File: src/rtl/if_id_fetch_stage.sv
// rtl/if_id_fetch_stage.sv - instruction fetch into the IF/ID register with stall, flush, end and fault handling
module if_id_fetch_stage #(
  parameter int          IMEM_WORDS = 128,
  parameter logic [31:0] NOP_INSTR  = 32'h00000013,
  localparam int         AW         = $clog2(IMEM_WORDS)
) (
  input  logic          clk,
  input  logic          rst,
  input  logic          start,
  input  logic [31:0]   pc_in,
  input  logic          if_id_write,
  input  logic          flush,
  input  logic          imem_we,
  input  logic [AW-1:0] imem_waddr,
  input  logic [31:0]   imem_wdata,
  output logic [31:0]   if_id_pc,
  output logic [31:0]   if_id_instr,
  output logic          if_id_valid,
  output logic          done,
  output logic          fetch_err,
  output logic [15:0]   fetch_count
);

  localparam logic [31:0] BYTE_LIMIT = 32'(IMEM_WORDS * 4);
  localparam logic [31:0] LAST_PC    = BYTE_LIMIT - 32'd4;

  typedef enum logic [1:0] {ST_IDLE, ST_RUN, ST_DONE} state_t;

  state_t        state, state_nxt;
  logic [31:0]   mem [IMEM_WORDS];
  logic [AW-1:0] rd_idx;
  logic [31:0]   rd_word;
  logic          fault;

  logic [31:0]   pc_nxt, instr_nxt;
  logic          valid_nxt, err_nxt;
  logic [15:0]   count_nxt;

  assign rd_idx  = pc_in[2 +: AW];
  // A same-cycle write to the word being fetched is forwarded to the pipeline.
  assign rd_word = (imem_we && (imem_waddr == rd_idx)) ? imem_wdata : mem[rd_idx];
  assign fault   = (pc_in[1:0] != 2'b00) || (pc_in >= BYTE_LIMIT);
  assign done    = (state == ST_DONE);

  always_ff @(posedge clk) begin
    if (imem_we) mem[imem_waddr] <= imem_wdata;
  end

  always_ff @(posedge clk or negedge rst) begin
    if (!rst) begin
      state       <= ST_IDLE;
      if_id_pc    <= 32'd0;
      if_id_instr <= NOP_INSTR;
      if_id_valid <= 1'b0;
      fetch_err   <= 1'b0;
      fetch_count <= 16'd0;
    end else begin
      state       <= state_nxt;
      if_id_pc    <= pc_nxt;
      if_id_instr <= instr_nxt;
      if_id_valid <= valid_nxt;
      fetch_err   <= err_nxt;
      fetch_count <= count_nxt;
    end
  end

  // Defaults describe a bubble; only RUN overrides them.
  always_comb begin
    state_nxt = state;
    pc_nxt    = 32'd0;
    instr_nxt = NOP_INSTR;
    valid_nxt = 1'b0;
    err_nxt   = fetch_err;
    count_nxt = fetch_count;
    case (state)
      ST_IDLE: begin
        if (start) state_nxt = ST_RUN;
      end
      ST_RUN: begin
        if (fault) begin
          err_nxt   = 1'b1;
          state_nxt = ST_DONE;
        end else if (!flush) begin
          if (!if_id_write) begin
            pc_nxt    = if_id_pc;
            instr_nxt = if_id_instr;
            valid_nxt = if_id_valid;
          end else begin
            pc_nxt    = pc_in;
            instr_nxt = rd_word;
            valid_nxt = 1'b1;
            count_nxt = (fetch_count == 16'hFFFF) ? fetch_count : fetch_count + 16'd1;
            if (pc_in == LAST_PC) state_nxt = ST_DONE;
          end
        end
      end
      ST_DONE: begin
        if (start) begin
          state_nxt = ST_RUN;
          err_nxt   = 1'b0;
          count_nxt = 16'd0;
        end
      end
      default: state_nxt = ST_IDLE;
    endcase
  end

endmodule

File: config.mk
export PLATFORM = sky130hd
export DESIGN_NAME = if_id_fetch_stage
export DESIGN_NICKNAME = d
export VERILOG_FILES = /design/src/rtl/if_id_fetch_stage.sv
export SDC_FILE = /design/constraint.sdc
export NUM_CORES = 2
export LEC_CHECK = 0
export BUFFER_PORTS_ARGS = -buffer_cell sky130_fd_sc_hd__buf_2
export CAP_MARGIN = 20
export CELL_PAD_IN_SITES_DETAIL_PLACEMENT = 1
export CELL_PAD_IN_SITES_GLOBAL_PLACEMENT = 1
export CORE_MARGIN = 5
export CORE_UTILIZATION = 45
export DETAILED_ROUTE_END_ITERATION = 10
export PLACE_DENSITY = 0.62
export SLEW_MARGIN = 20
export SYNTH_ARGS = -nofsm -noshare
export SYNTH_HDL_FRONTEND = slang
export SYNTH_SLANG_ARGS = --single-unit
File: constraint.sdc
create_clock -name clk -period 3.9 [get_ports clk]
set_input_delay 0.39 -clock clk [delete_from_list [all_inputs] [get_ports clk]]
set_output_delay 0.39 -clock clk [all_outputs]
set_load 0.005 [all_outputs]
Word-level counts from Yosys, hierarchy flattened
Memories as Yosys holds them, arrays and structs flattened. Cells that the tools add are included.

Register bits after elaboration: 84. RAM bits: 4096. Input port bits: 77. Output and inout bits: 83. Logic and storage cells: 64. Memories kept: 1.

Memory list: mem (depth 128, bits a word 32, read ports 1, clocked after memory_dff 0, write ports 1, RTL line 30) `logic [31:0] mem [IMEM_WORDS];`.

Add/subtract/negate cells: 1. Order comparisons: 1. Equality and inequality tests: 16. Mux-type cells: 30. Reduce and logical (&&, ||, !) cells: 9.

Operators with widths (count): 32-bit two-way mux (9); 16-bit two-way mux (5); 32-bit by 9-bit equality test with 1-bit output, second input constant (1); 32-bit by 10-bit >= comparator with 1-bit output, second input constant (1); 16-bit case mux with 2 select lines (1); 16-bit by 1-bit adder with 16-bit output, second input constant (1); 16-bit equality test, second input constant (1); 2-bit inequality test, second input constant (6); 2-bit two-way mux (5); 3-bit inequality test, second input constant (3); 1-bit two-way mux (8); 7-bit equality test (1); 6-bit AND reduction (1); 4-bit inequality test, second input constant (1); 2-bit case mux with 2 select lines (1); 4-bit AND reduction (1); 2-bit nonzero test (2); 3-bit AND reduction (1); 2-bit by 1-bit equality test with 1-bit output, second input constant (1); 2-bit equality test, second input constant (1); 2-bit logical NOT (1); 2-bit by 1-bit inequality test with 1-bit output, second input constant (1); 1-bit case mux with 2 select lines (1); 2-bit OR reduction (1); 2 further kinds (2).

Logic depth before layout (Yosys ltp)
Depth in word-level cells: 7. Depth in mapped cells: 14. Mapped depth without buffers: 7.

Worst setup path before layout
OpenSTA, ideal clock, no wires.

Path type: input -> register. Start point: in imem_waddr[4]. End point: mem mem[81][0] (enable). Library setup time: 461 ps. Arrival time: 3398 ps. Required time: 3439 ps. Slack: 41 ps. Stages: 4. Buffers on the path: 1. Cell sequence: clkbuf_1 nor2b_1 nand3_1 nor3_1.

RTL lines: start, declared (RTL line 14) `input logic [AW-1:0] imem_waddr,`; end, declared (RTL line 30).

No word-level cell before the write port.

Final worst setup path
Start point: in pc_in[22]. End point: reg if_id_instr[5].

Word-level cells in the longest chain between the ends: 4. Elaborated cells on any way between the ends: 5. Those cells by class: order compare: 1; eq/ne: 1; mux: 2; reduce/logical: 1.

RTL lines: start, declared (RTL line 10) `input logic [31:0] pc_in,`; 32-bit by 10-bit >= comparator with 1-bit output * (RTL line 42) `assign fault = (pc_in[1:0] != 2'b00) || (pc_in >= BYTE_LIMIT);`; 1-bit logical OR * (RTL line 42); 32-bit two-way mux (RTL line 80) `if (fault) begin`; 32-bit two-way mux (RTL line 75) `case (state)`; end signal, assigned (RTL line 60) `if_id_instr <= instr_nxt;`; end, declared (RTL line 17) `output logic [31:0] if_id_instr,`.

Every way passes the cells marked *; elsewhere a longest branch is shown, timed or not. A chain may end at the register's enable or synchronous reset.

==> qor.tcl <==
set qor(cts_tree) {done}
set qor(total_leakage_power_nw) 59.0
set qor(number_of_global_route_vias_before_repair) 84205
set qor(cts_post_setup_buffers_inserted) 0
set qor(power.density_mw_per_mm2) 510
set qor(hold-worst-slack_ns) 0.0122
set qor(max-slew-margin-rel_pct) 21.6
set qor(synth_top_cells_by_area) {edfxtp_1, mux4_2, mux2i_1, dfrtp_1, nor2_1}
set qor(post-synth-top-area-fraction_pct) 76.5
set qor(design.core.area_mm2) 0.356
set qor(globalRouteTotalUtil_pct) 27.7
set qor(cts-buffers-inserted) 429
set qor(ys_async_sr_fraction_pct) 2.01
set qor(crit_path_start) {pc_in[22]}
set qor(post_synth.cell_area_avg_um2) 23.1
set qor(detail_route.drc_violations) 0
set qor(antenna_violating_nets_remaining) 0
set qor(postSynthRegisterBits) 4180
set qor(detailroute.via_count) 82709
set qor(max_freq_mhz) 268
set qor(worstHoldStart) {imem_wdata[12]}
set qor(avgViaCountPerCell) 6.40
set qor(r2r-start) {state[1]$_DFFE_PN0P_}
set qor(cp-endpoint) {if_id_instr[5]$_DFFE_PN0P_}
set qor(insertion_delay_of_the_later_clocked_pin_in_the_worst_skew_pair_ns) 0.99
set qor(initial_core_utilization_pct) 45.2
set qor(maximum_number_of_pins_on_one_net_before_global_route_repair) 130
set qor(ff2ff_setup_slack_ns) 0.67
set qor(timing_hold_violations_final) 0
set qor(part_of_the_cycle_the_worst_path_needs_pct) 95.8
set qor(gp_congestion) 0.865
set qor(sequential_standard_cell_area_mm2) 0.125
set qor(drt_first_pass_iters) 7
set qor(data_required_time_at_the_worst_endpoint_ns) 4.82
set qor(netlist_instances) 6972
set qor(muxShareOfSynthArea_pct) 16.7
set qor(ys_dominant_reg_cell) {edfxtp_1}
set qor(areaGrowthSynthToFinish_pct) 15.7
set qor(synth.net_count) 7050
set qor(worstSetupStartpointType) {input pin}
set qor(clock_tree.htree_level_count) 5
set qor(synth_simple_gate_area_share_pct) 1.72
set qor(critPathArrivalTime_ns) 4.65
set qor(synth.lib_cells_used.distinct) 72
set qor(layout.nets) 7875
set qor(layout.filler_cells) 30609
set qor(worst_pin_slew_ns) 1.17
set qor(boundaryPins) 160
set qor(utilization_pct) 52.2
set qor(design.die.area_mm2) 0.369
set qor(synth_enable_flop_cells) 4096
set qor(complex_gate_fraction_of_the_synthesized_area_pct) 2.01
set qor(finalMaxSlewViolations) 0
set qor(cts_num_sinks) 4180
set qor(timing.final.setup_violations) 0
set qor(netlist_area_mm2) 0.161
set qor(dieWidth_um) 608
set qor(min-delay-path-class) {input pin to flip-flop}
set qor(placementRows) 219
set qor(finalWirelength_um) 517000
set qor(clockBufferDepth) 4
set qor(fin_total_pwr_w) 0.0949
set qor(minimum_clock_period_ns) 3.74
set qor(vdd_ir_drop_max_mv) 0.428
set qor(crit-reg2reg-capture) {if_id_instr[5]$_DFFE_PN0P_}
set qor(congestion_overflow_gr) 0
set qor(rsz_0062_raised_after_global_routing) {false}
set qor(combinational_family_with_the_most_area_after_synthesis) {multiplexers}
set qor(grt_pass1_wl_um) 711000
set qor(synth_seq_area_share_pct) 77.8
set qor(synthAdderAreaFrac_pct) 0.00779
set qor(worstRegToRegCells) 9
set qor(place.detailed.hpwl_um) 310000
set qor(worstPathMaxFanout) 18
set qor(critPathKind) {input pin to flip-flop}
set qor(drive_above_1_share_pct) 32.3
set qor(maxCapViolations) 0
set qor(finClkSkew_ns) 0.0588
set qor(number_of_antenna_violations_at_the_first_check_in_global_routing) 64
set qor(floorplan.die.height_um) 608
set qor(worst_setup_path_end_kind) {flip-flop}
set qor(io_buffer_count) 159
set qor(multi_input_area_mm2) 0.0341
set qor(synth.yosys.warnings) 0
set qor(run_status) {completed}
set qor(ctsRootBufferMaster) {clkbuf_16}
set qor(synth_top_cell_by_area) {edfxtp_1}
set qor(detailedRoute.firstIterationViolations) 12374
set qor(cts.reportedPaths.clkPinSlew_ns) 0.06
set qor(synth_xor_xnor_area_share_pct) 0.0981
set qor(detail_route.wl_per_cell_um) 40.0
cells in the mapped netlist (9+ instances only):
library cell and number:
nor2_1 230, buf_1 30, o21ai_0 61, xor2_1 10, o211ai_1 10, mux2_2 19
o22ai_1 61, buf_6 63, edfxtp_1 4096, a31oi_1 39, and2_1 44, o221ai_1 40
a21oi_1 74, nor3_1 32, a221oi_1 19, mux4_2 1088, buf_12 13, nand2b_1 14
a22oi_1 62, nand3_1 55, clkbuf_1 124, or3_1 9, nor4_1 23, nor2b_1 22
a211oi_1 19, nand4_1 17, buf_2 87, nand2_1 118, dfrtp_1 81, a2111oi_0 11
buf_8 12, mux2i_1 210, buf_4 54, and3_1 14
report_power, final:
group	switching (W)	internal [W]
Clock	0.0173	0.0228
Sequential	0.0000411	0.0495
Combinational	0.00344	0.00184
Total	0.0208	0.0741
worst max-delay path, stage by stage:
cell and delay, ns:
dlygate4sd3_1 0.53, buf_2 0.12, nor2_1 0.10, dlygate4sd3_1 0.57, nand4_1 0.21, nor4_2 0.30
buf_4 0.24, buf_4 0.31, nand2_1 0.57, nor2_1 0.69, buf_4 0.33, a22oi_1 0.12
o21ai_1 0.15
per-stage QoR:
stage	setup TNS (ns)	instance area (um2)	setup slack [ns]	cells
global placement	-0.198	172000	-0.166	12097
floorplan	0	161000	0.0406	6972
CTS	0	186000	0.473	12901
detailed placement	-0.262	172000	-0.180	12100
global route	0	186000	0.227	12907
finish	0	186000	0.162	12925
per-layer routing:
layer | up-vias | GRT usage, % | part of all wire, %
li1 | 31539 | - | -
met5 | - | 0 | 0.026
met3 | 918 | 5.98 | 10
met4 | 20 | 10.8 | 4.7
met2 | 4838 | 42.4 | 46
met1 | 45394 | 39.3 | 39
registers in the layout, indices dropped and copies added, names as in the netlist:
register,count
if_id_valid,1
mem,4096
fetch_count,16
if_id_pc,32
fetch_err,1
state,2
if_id_instr,32
area by class of cell:
cell class	instances	share of cell area [%]
well taps	4751	3.20
repair buffers	777	3.88
multi-input cells	2401	18.3
inverters	8	0.0215
flip-flops and latches	4180	67.3
clock buffers	543	6.10
diodes	22	0.0296
clock inverters	243	1.19
cells in the final DEF (no fill, tap or decap), types with 22 or more instances in the layout:
master	count
a21oi_1	74
a22oi_1	62
a31oi_1	39
and2_1	44
buf_12	128
buf_2	120
buf_4	507
bufinv_16	34
clkbuf_1	103
clkbuf_16	435
clkinv_1	89
clkinv_2	89
dfrtp_1	81
diode_2	22
edfxtp_1	4096
mux2i_1	210
mux4_2	1088
nand2_1	114
nand3_1	51
nor2_1	106
nor2_4	121
nor2b_1	22
nor3_1	23
nor4_1	22
o21ai_0	59
o221ai_1	40
o22ai_1	61
how the worst min path moves through the flow:
stage	slack (ns)	end	cells after the start
global placement	0.46	if_id_pc[20]$_DFFE_PN0P_	1
CTS	0.002	mem[13][5]$_DFFE_PP_	1
global route	0.004	mem[8][12]$_DFFE_PP_	1
floorplan	0.09	fetch_count[0]$_DFFE_PN0P_	0
finish	0.01	mem[8][12]$_DFFE_PP_	1
detailed placement	0.47	if_id_pc[23]$_DFFE_PN0P_	1
cells by family (layout without fill, tap and decap cells):
logic type | Yosys count | count (layout)
buffers and inverters | 391 | 1571
AND/OR/NAND/NOR | 595 | 595
adder cells (fa/ha/maj) | 1 | 1
other | 0 | 22
XOR/XNOR | 18 | 18
multiplexers | 1318 | 1318
flip-flops | 4180 | 4180
AO/OA/AOI/OAI | 469 | 469
what timing repair did:
item | CTS | global route
hold buffers | 15 | 1
endpoints found under the hold margin | 280 | 16
gates resized for setup | 0 | 0
Power figures use the tool's default switching activity.
